<file path="config.mk">
export PLATFORM = sky130hd
export DESIGN_NAME = tempsens_avg
export DESIGN_NICKNAME = d
export VERILOG_FILES = /design/src/rtl/tempsens_pkg.sv /design/src/rtl/tempsens_minmax.sv /design/src/rtl/tempsens_avg.sv
export SDC_FILE = /design/constraint.sdc
export NUM_CORES = 1
export LEC_CHECK = 0
export ABC_AREA = 1
export CAP_MARGIN = 20
export CORE_ASPECT_RATIO = 1.2
export CORE_UTILIZATION = 50
export DETAILED_ROUTE_END_ITERATION = 16
export DONT_BUFFER_PORTS = 1
export PLACE_DENSITY = 0.76
export SYNTH_ARGS = -nofsm -noshare
export SYNTH_HDL_FRONTEND = slang
export SYNTH_HIERARCHICAL = 1
export SYNTH_SLANG_ARGS = --single-unit
</file>
<file path="constraint.sdc">
create_clock -name clk -period 2 [get_ports clk]
set_input_delay 0.3 -clock clk [delete_from_list [all_inputs] [get_ports clk]]
set_output_delay 0.3 -clock clk [all_outputs]
set_load 0.01 [all_outputs]
</file>
<file path="src/rtl/tempsens_pkg.sv">
// Shared defaults and FSM state type for the temperature-sensor averaging block.
package tempsens_pkg;

  localparam int unsigned DW_DEF    = 12;
  localparam int unsigned LOG2N_DEF = 2;

  typedef enum logic {
    ST_IDLE = 1'b0,
    ST_ACC  = 1'b1
  } state_e;

endpackage

</file>
<file path="src/rtl/tempsens_minmax.sv">
// Running minimum/maximum of every value loaded into the averager's output register.
module tempsens_minmax
  import tempsens_pkg::*;
#(
  parameter int unsigned DW = DW_DEF
) (
  input  logic          clk,
  input  logic          rst,
  input  logic          i_clr,
  input  logic          i_ld,
  input  logic [DW-1:0] i_dat,
  output logic [DW-1:0] o_min,
  output logic [DW-1:0] o_max
);

  logic [DW-1:0] min_q, min_d;
  logic [DW-1:0] max_q, max_d;

  always_comb begin
    min_d = min_q;
    max_d = max_q;
    if (i_clr) begin
      min_d = '1;
      max_d = '0;
    end else if (i_ld) begin
      if (i_dat < min_q) min_d = i_dat;
      if (i_dat > max_q) max_d = i_dat;
    end
  end

  always_ff @(posedge clk) begin
    if (rst) begin
      min_q <= '1;
      max_q <= '0;
    end else begin
      min_q <= min_d;
      max_q <= max_d;
    end
  end

  assign o_min = min_q;
  assign o_max = max_q;

endmodule

</file>
<file path="src/rtl/tempsens_avg.sv">
// Averages each group of 2^LOG2N raw sensor samples into a held, handshaked result
// with sticky drop flag and min/max statistics of delivered results.
module tempsens_avg
  import tempsens_pkg::*;
#(
  parameter int unsigned DW    = DW_DEF,
  parameter int unsigned LOG2N = LOG2N_DEF
) (
  input  logic          clk,
  input  logic          rst,
  input  logic          i_clr,
  input  logic [DW-1:0] i_raw_dat,
  input  logic          i_raw_vld,
  output logic [DW-1:0] o_avg_dat,
  output logic          o_avg_vld,
  input  logic          i_avg_rdy,
  output logic [DW-1:0] o_min,
  output logic [DW-1:0] o_max,
  output logic          o_ovf,
  output logic          o_busy
);

  localparam int unsigned AW = DW + LOG2N;
  localparam int unsigned CW = LOG2N + 1;
  localparam logic [CW-1:0] CNT_LAST = CW'((1 << LOG2N) - 1);

  state_e        state_q, state_d;
  logic [AW-1:0] acc_q, acc_d;
  logic [CW-1:0] cnt_q, cnt_d;
  logic [DW-1:0] avg_dat_q, avg_dat_d;
  logic          avg_vld_q, avg_vld_d;
  logic          ovf_q, ovf_d;
  logic          busy_q, busy_d;
  logic          ld_q, ld_d;
  logic [AW-1:0] sum_c;
  logic          complete_c;
  logic          xfer_c;

  // Next-state, accumulation and output-register policy.
  always_comb begin
    state_d    = state_q;
    acc_d      = acc_q;
    cnt_d      = cnt_q;
    avg_dat_d  = avg_dat_q;
    avg_vld_d  = avg_vld_q;
    ovf_d      = ovf_q;
    ld_d       = 1'b0;
    complete_c = 1'b0;
    xfer_c     = avg_vld_q & i_avg_rdy;
    sum_c      = (state_q == ST_ACC) ? (acc_q + AW'(i_raw_dat)) : AW'(i_raw_dat);

    if (i_clr) begin
      state_d   = ST_IDLE;
      acc_d     = '0;
      cnt_d     = '0;
      avg_vld_d = 1'b0;
      ovf_d     = 1'b0;
    end else begin
      if (i_raw_vld) begin
        case (state_q)
          ST_IDLE: begin
            if (LOG2N == 0) begin
              complete_c = 1'b1;
            end else begin
              acc_d   = sum_c;
              cnt_d   = CW'(1);
              state_d = ST_ACC;
            end
          end
          ST_ACC: begin
            if (cnt_q == CNT_LAST) begin
              complete_c = 1'b1;
              acc_d      = '0;
              cnt_d      = '0;
              state_d    = ST_IDLE;
            end else begin
              acc_d = sum_c;
              cnt_d = cnt_q + CW'(1);
            end
          end
          default: state_d = ST_IDLE;
        endcase
      end

      // A result can only land when the output register is free or draining this cycle.
      if (complete_c && (!avg_vld_q || i_avg_rdy)) begin
        avg_dat_d = DW'(sum_c >> LOG2N);
        avg_vld_d = 1'b1;
        ld_d      = 1'b1;
      end else begin
        if (complete_c) ovf_d = 1'b1;
        if (xfer_c) avg_vld_d = 1'b0;
      end
    end

    busy_d = (state_d == ST_ACC);
  end

  always_ff @(posedge clk) begin
    if (rst) begin
      state_q   <= ST_IDLE;
      acc_q     <= '0;
      cnt_q     <= '0;
      avg_dat_q <= '0;
      avg_vld_q <= 1'b0;
      ovf_q     <= 1'b0;
      busy_q    <= 1'b0;
      ld_q      <= 1'b0;
    end else begin
      state_q   <= state_d;
      acc_q     <= acc_d;
      cnt_q     <= cnt_d;
      avg_dat_q <= avg_dat_d;
      avg_vld_q <= avg_vld_d;
      ovf_q     <= ovf_d;
      busy_q    <= busy_d;
      ld_q      <= ld_d;
    end
  end

  // Statistics follow the output register by one edge.
  tempsens_minmax #(
    .DW (DW)
  ) u_minmax (
    .clk   (clk),
    .rst   (rst),
    .i_clr (i_clr),
    .i_ld  (ld_q),
    .i_dat (avg_dat_q),
    .o_min (o_min),
    .o_max (o_max)
  );

  assign o_avg_dat = avg_dat_q;
  assign o_avg_vld = avg_vld_q;
  assign o_ovf     = ovf_q;
  assign o_busy    = busy_q;

endmodule

</file>
==> results of run 1 <==
==> registers in the layout, indices dropped and copies added, names as in the netlist <==
| signal | count |
|---|---|
| acc_q | 14 |
| u_minmax/o_min | 12 |
| u_minmax/o_max | 12 |
| o_avg_dat | 12 |
| ld_q | 1 |
| o_busy | 1 |
| o_ovf | 1 |
| cnt_q | 3 |
| o_avg_vld | 1 |
==> worst max-delay path: cells and delay by family (launching register included) <==
family | cells | cell delay [ps]
adder cells (fa/ha/maj) | 1 | 320
buffers and inverters | 1 | 70
AND/OR/NAND/NOR | 6 | 820
flip-flops | 1 | 420
AO/OA/AOI/OAI | 1 | 150
==> cells in the final DEF, fill, tap and decap left out, drive strengths merged, types with 2 or more instances in the layout <==
master  instances
a211oi          2
a21boi          5
a21oi          56
a31oi           2
buf            28
clkbuf         14
clkinv          2
dfxtp          57
ha             36
inv            91
nand2         134
nand3          70
nand4           9
nor2           46
o21ai          17
or2             3
xnor2           3
==> power breakdown <==
group | internal, W | leakage (nW) | switching [W] | total (W)
Clock | 0.000677 | 0.107 | 0.000455 | 0.00113
Sequential | 0.00115 | 0.461 | 0.00000635 | 0.00115
Combinational | 0.0000790 | 1.53 | 0.000145 | 0.000224
==> logic make-up after synthesis <==
logic type	after synthesis	synth area share (%)
AOI/OAI and AO/OA	85	13.23
xor gates and xnor gates	3	0.6860
adders and majority gates	37	12.28
buffers and inverters	110	12.44
DFF	57	29.78
and+or+nand+nor	263	31.58
==> final cells by class <==
cell class	instances	area share, %
clock inverters	2	0.8202
clock buffers	14	4.042
inverters	92	8.143
flip-flops and latches	57	26.71
well taps	90	2.636
repair buffers	28	5.214
multi-input cells	389	52.43
==> stage by stage <==
| stage | total power, W | setup slack (ps) | cell area [µm²] | cells | util (%) |
|---|---|---|---|---|---|
| 6_report | 0.002509 | 161.7 | 4272 | 672 | 58.38 |
| 5_1_grt | 0.002621 | 2.485 | 4272 | 672 | 58.38 |
| 4_1_cts | 0.002527 | 91.45 | 4243 | 671 | 57.99 |
| 3_5_place_dp | 0.001398 | 100.1 | 4035 | 655 | 55.15 |
| 3_3_place_gp | 0.001391 | 158.5 | 4035 | 655 | 55.15 |
| 2_1_floorplan | 0.001351 | 368.0 | 3831 | 555 | - |
==> layer usage <==
layer  GRT usage, %  wire length [µm]  vias to the layer above  part of all wire, %
li1               -                 -                     1832                    -
met1          27.33              3877                     1687                   42
met2          40.50              4564                      110                   50
met3          7.196               627                       15                  6.8
met4          7.827               136                        0                  1.5
met5              0                 0                        -                    0
==> how the worst min path moves through the flow <==
stage / start / to / slack (ps)
2_1_floorplan: cnt_q[2]$_SDFFE_PP0P_ / cnt_q[2]$_SDFFE_PP0P_ / 430
3_3_place_gp: cnt_q[2]$_SDFFE_PP0P_ / cnt_q[2]$_SDFFE_PP0P_ / 440
3_5_place_dp: cnt_q[2]$_SDFFE_PP0P_ / cnt_q[2]$_SDFFE_PP0P_ / 450
4_1_cts: rst / o_avg_dat[1]$_SDFFE_PP0P_ / 110
5_1_grt: rst / o_avg_dat[1]$_SDFFE_PP0P_ / 130
6_report: rst / o_avg_dat[1]$_SDFFE_PP0P_ / 130
==> summary.md, run 1 <==
| Metric | Value |
|---|---|
| Run status | completed |
| Number of buffers inserted by hold repair at cts | 0 |
| Detailed-router iteration count before antenna repair | 5 |
| Slowest Stage Delay on Critical Path | 420 ps |
| Top fanout value on the critical path | 12 |
| Final Max Slew Viols | 0 |
| Reg clk slew, reported paths | 70 ps |
| Total Negative Setup Slacks | 0 ps |
| Die Wd | 81.91 µm |
| CP most frequent cell | sky130_fd_sc_hd__nor2_1 |
| Max_slew headroom | 66.87% |
| IR drop worst, VDD | 0.4084 mV |
| Top cell types by occurrence after synthesis | sky130_fd_sc_hd__nand2_1, sky130_fd_sc_hd__inv_1, sky130_fd_sc_hd__nand3_1, sky130_fd_sc_hd__dfxtp_1, sky130_fd_sc_hd__a21oi_1 |
| Most frequently used flop master after synthesis | sky130_fd_sc_hd__dfxtp_1 |
| Net count after synthesis | 609 |
| Period minus WS final | 1838 ps |
| Drc violations | 0 |
| Height of the die | 97.89 µm |
| Setup violation total in the final timing report | 0 |
| Register-to-Register Setup Slack | 160 ps |
| Setup crit start kind | register |
| Upper clock frequency limit | 544.0 MHz |
| Library cell with the largest summed area after synthesis | sky130_fd_sc_hd__dfxtp_1 |
| Most frequent cell after synthesis | sky130_fd_sc_hd__nand2_1 |
| Yosys warnings | 6 |
| Sum of routed wire length over all layers | 9.206 mm |
| Gate count after technology mapping | 555 |
| Final hold viol count | 0 |
| Clock tree from TritonCTS | done |
| Proportion of register bits with asynchronous set or reset after synthesis | 0% |
| IO Count | 56 |
| CTS H-tree depth | 3 |
| Largest net degree at the start of global routing | 25 |
| Cell types with the largest area share after synthesis | sky130_fd_sc_hd__dfxtp_1, sky130_fd_sc_hd__nand2_1, sky130_fd_sc_hd__ha_1, sky130_fd_sc_hd__inv_1, sky130_fd_sc_hd__nand3_1 |
| Measured slew at the worst slew-check pin | 496.4 ps |
| Multi-input combinational cell area | 2240 µm² |
| CP endpoint kind | register |
| Layout Area Growth over Synthesis | 11.50% |
| Post-synthesis sequential area ratio | 29.78% |
| CP Data Arrival Time | 2110 ps |
| Hold_ws | 131.5 ps |
| Total setup buffers inserted after CTS | 0 |
| Via Count | 3644 |
| Worst Hold Path Cells | 3 |
| Max clock buf depth | 2 |
| GRT Resource Usage Total | 23.65% |
| WS Path Type | register to register |
| Number of flops mapped to enable cells by yosys | 0 |
| Total CTS buffers | 9 |
| Number of violations reported at the end of detailed-routing iteration 0 | 178 |
| Required time of the critical path | 2270 ps |
| Max-cap check violation count | 0 |
| Average via count per standard cell | 5.423 |
| Standard cell with the maximum stage delay on the critical path | sky130_fd_sc_hd__dfxtp_1 |
| Leakage dissipation | 2.099 nW |
| Drt wl/cell | 13.70 µm |
| TritonCTS sink count | 57 |
| Fraction of layout cells with a size suffix above 1 | 15.29% |
| Final ANT Viol Nets | 0 |
| Critical path endpoint | u_minmax/o_max[1]$_SDFFE_PP0P_ |
| Die ar. | 8018 µm² |
| Number of nets in the finished design | 631 |
| Clock insertion delay at the later pin of the skew report | 340 ps |
| Number of distinct standard cells referenced by the synthesized netlist | 39 |
| Starting density of the core | 52.36% |
| Diode count | 0 |
| Total of buffers placed on input and output ports | 0 |
| Number of antenna violations at the first check in global routing | 0 |
| Flip-flop and latch count after synthesis | 57 |
| Post-cts resize count | 0 |
| Fill cell count | 692 |
| Power density relative to cell area | 587.3 nW/µm² |
| Worst r2r src | u_minmax/o_max[9]$_SDFFE_PP0P_ |
| Mean post-synth cell area | 6.903 µm² |
| Register Area | 1141 µm² |
| Floorplan row count | 34 |
| Routability Congestion | 0.9322 |
| Root Buffer Master | sky130_fd_sc_hd__clkbuf_8 |
| First-pass GRT wire length | 14.86 mm |
| Worst min-delay path class | input port to register |
| RSZ-0062 raised after global routing | false |
| Via count of the first global-routing pass | 3444 |
| Yosys top cell area share | 29.78% |
| Period utilization | 91.91% |
| Total half-perimeter wirelength after legalization and detailed placement | 6.907 mm |
| Chain of cells forming the critical path | inv_1 > ha_1 > a21oi_1 > nor2_1 > nor2_2 > nand3_4 > nand3_1 > nand2_1 > nor2_1 |
| Clock Skew | 7.751 ps |
| Depth of the most critical reg-to-reg path | 9 |
| Mapped cell area | 3831 µm² |
| Aggregate global routing overflow | 0 |
| Core Area | 7317 µm² |
| Capturing point of the worst reg2reg path | u_minmax/o_max[1]$_SDFFE_PP0P_ |
| Startpoint of the most critical setup path | u_minmax/o_max[9]$_SDFFE_PP0P_ |
Note: power is estimated with default switching activity, not from simulation.
==> run 2, diff against run 1 <==
--- a/config.mk
+++ b/config.mk
@@ -8,6 +8,7 @@
 export ABC_AREA = 1
 export CAP_MARGIN = 20
 export CORE_ASPECT_RATIO = 1.2
+export CORE_MARGIN = 1
 export CORE_UTILIZATION = 50
 export DETAILED_ROUTE_END_ITERATION = 16
 export DONT_BUFFER_PORTS = 1
==> results of run 2 <==
The final DEF is identical to that of run 1; final timing and power are the same.
==> run 3, diff against run 2 <==
--- a/config.mk
+++ b/config.mk
@@ -13,6 +13,7 @@
 export DETAILED_ROUTE_END_ITERATION = 16
 export DONT_BUFFER_PORTS = 1
 export PLACE_DENSITY = 0.76
+export SKIP_CTS_REPAIR_TIMING = 1
 export SYNTH_ARGS = -nofsm -noshare
 export SYNTH_HDL_FRONTEND = slang
 export SYNTH_HIERARCHICAL = 1
==> results of run 3 <==
The final DEF is identical to that of run 1; final timing and power are the same.
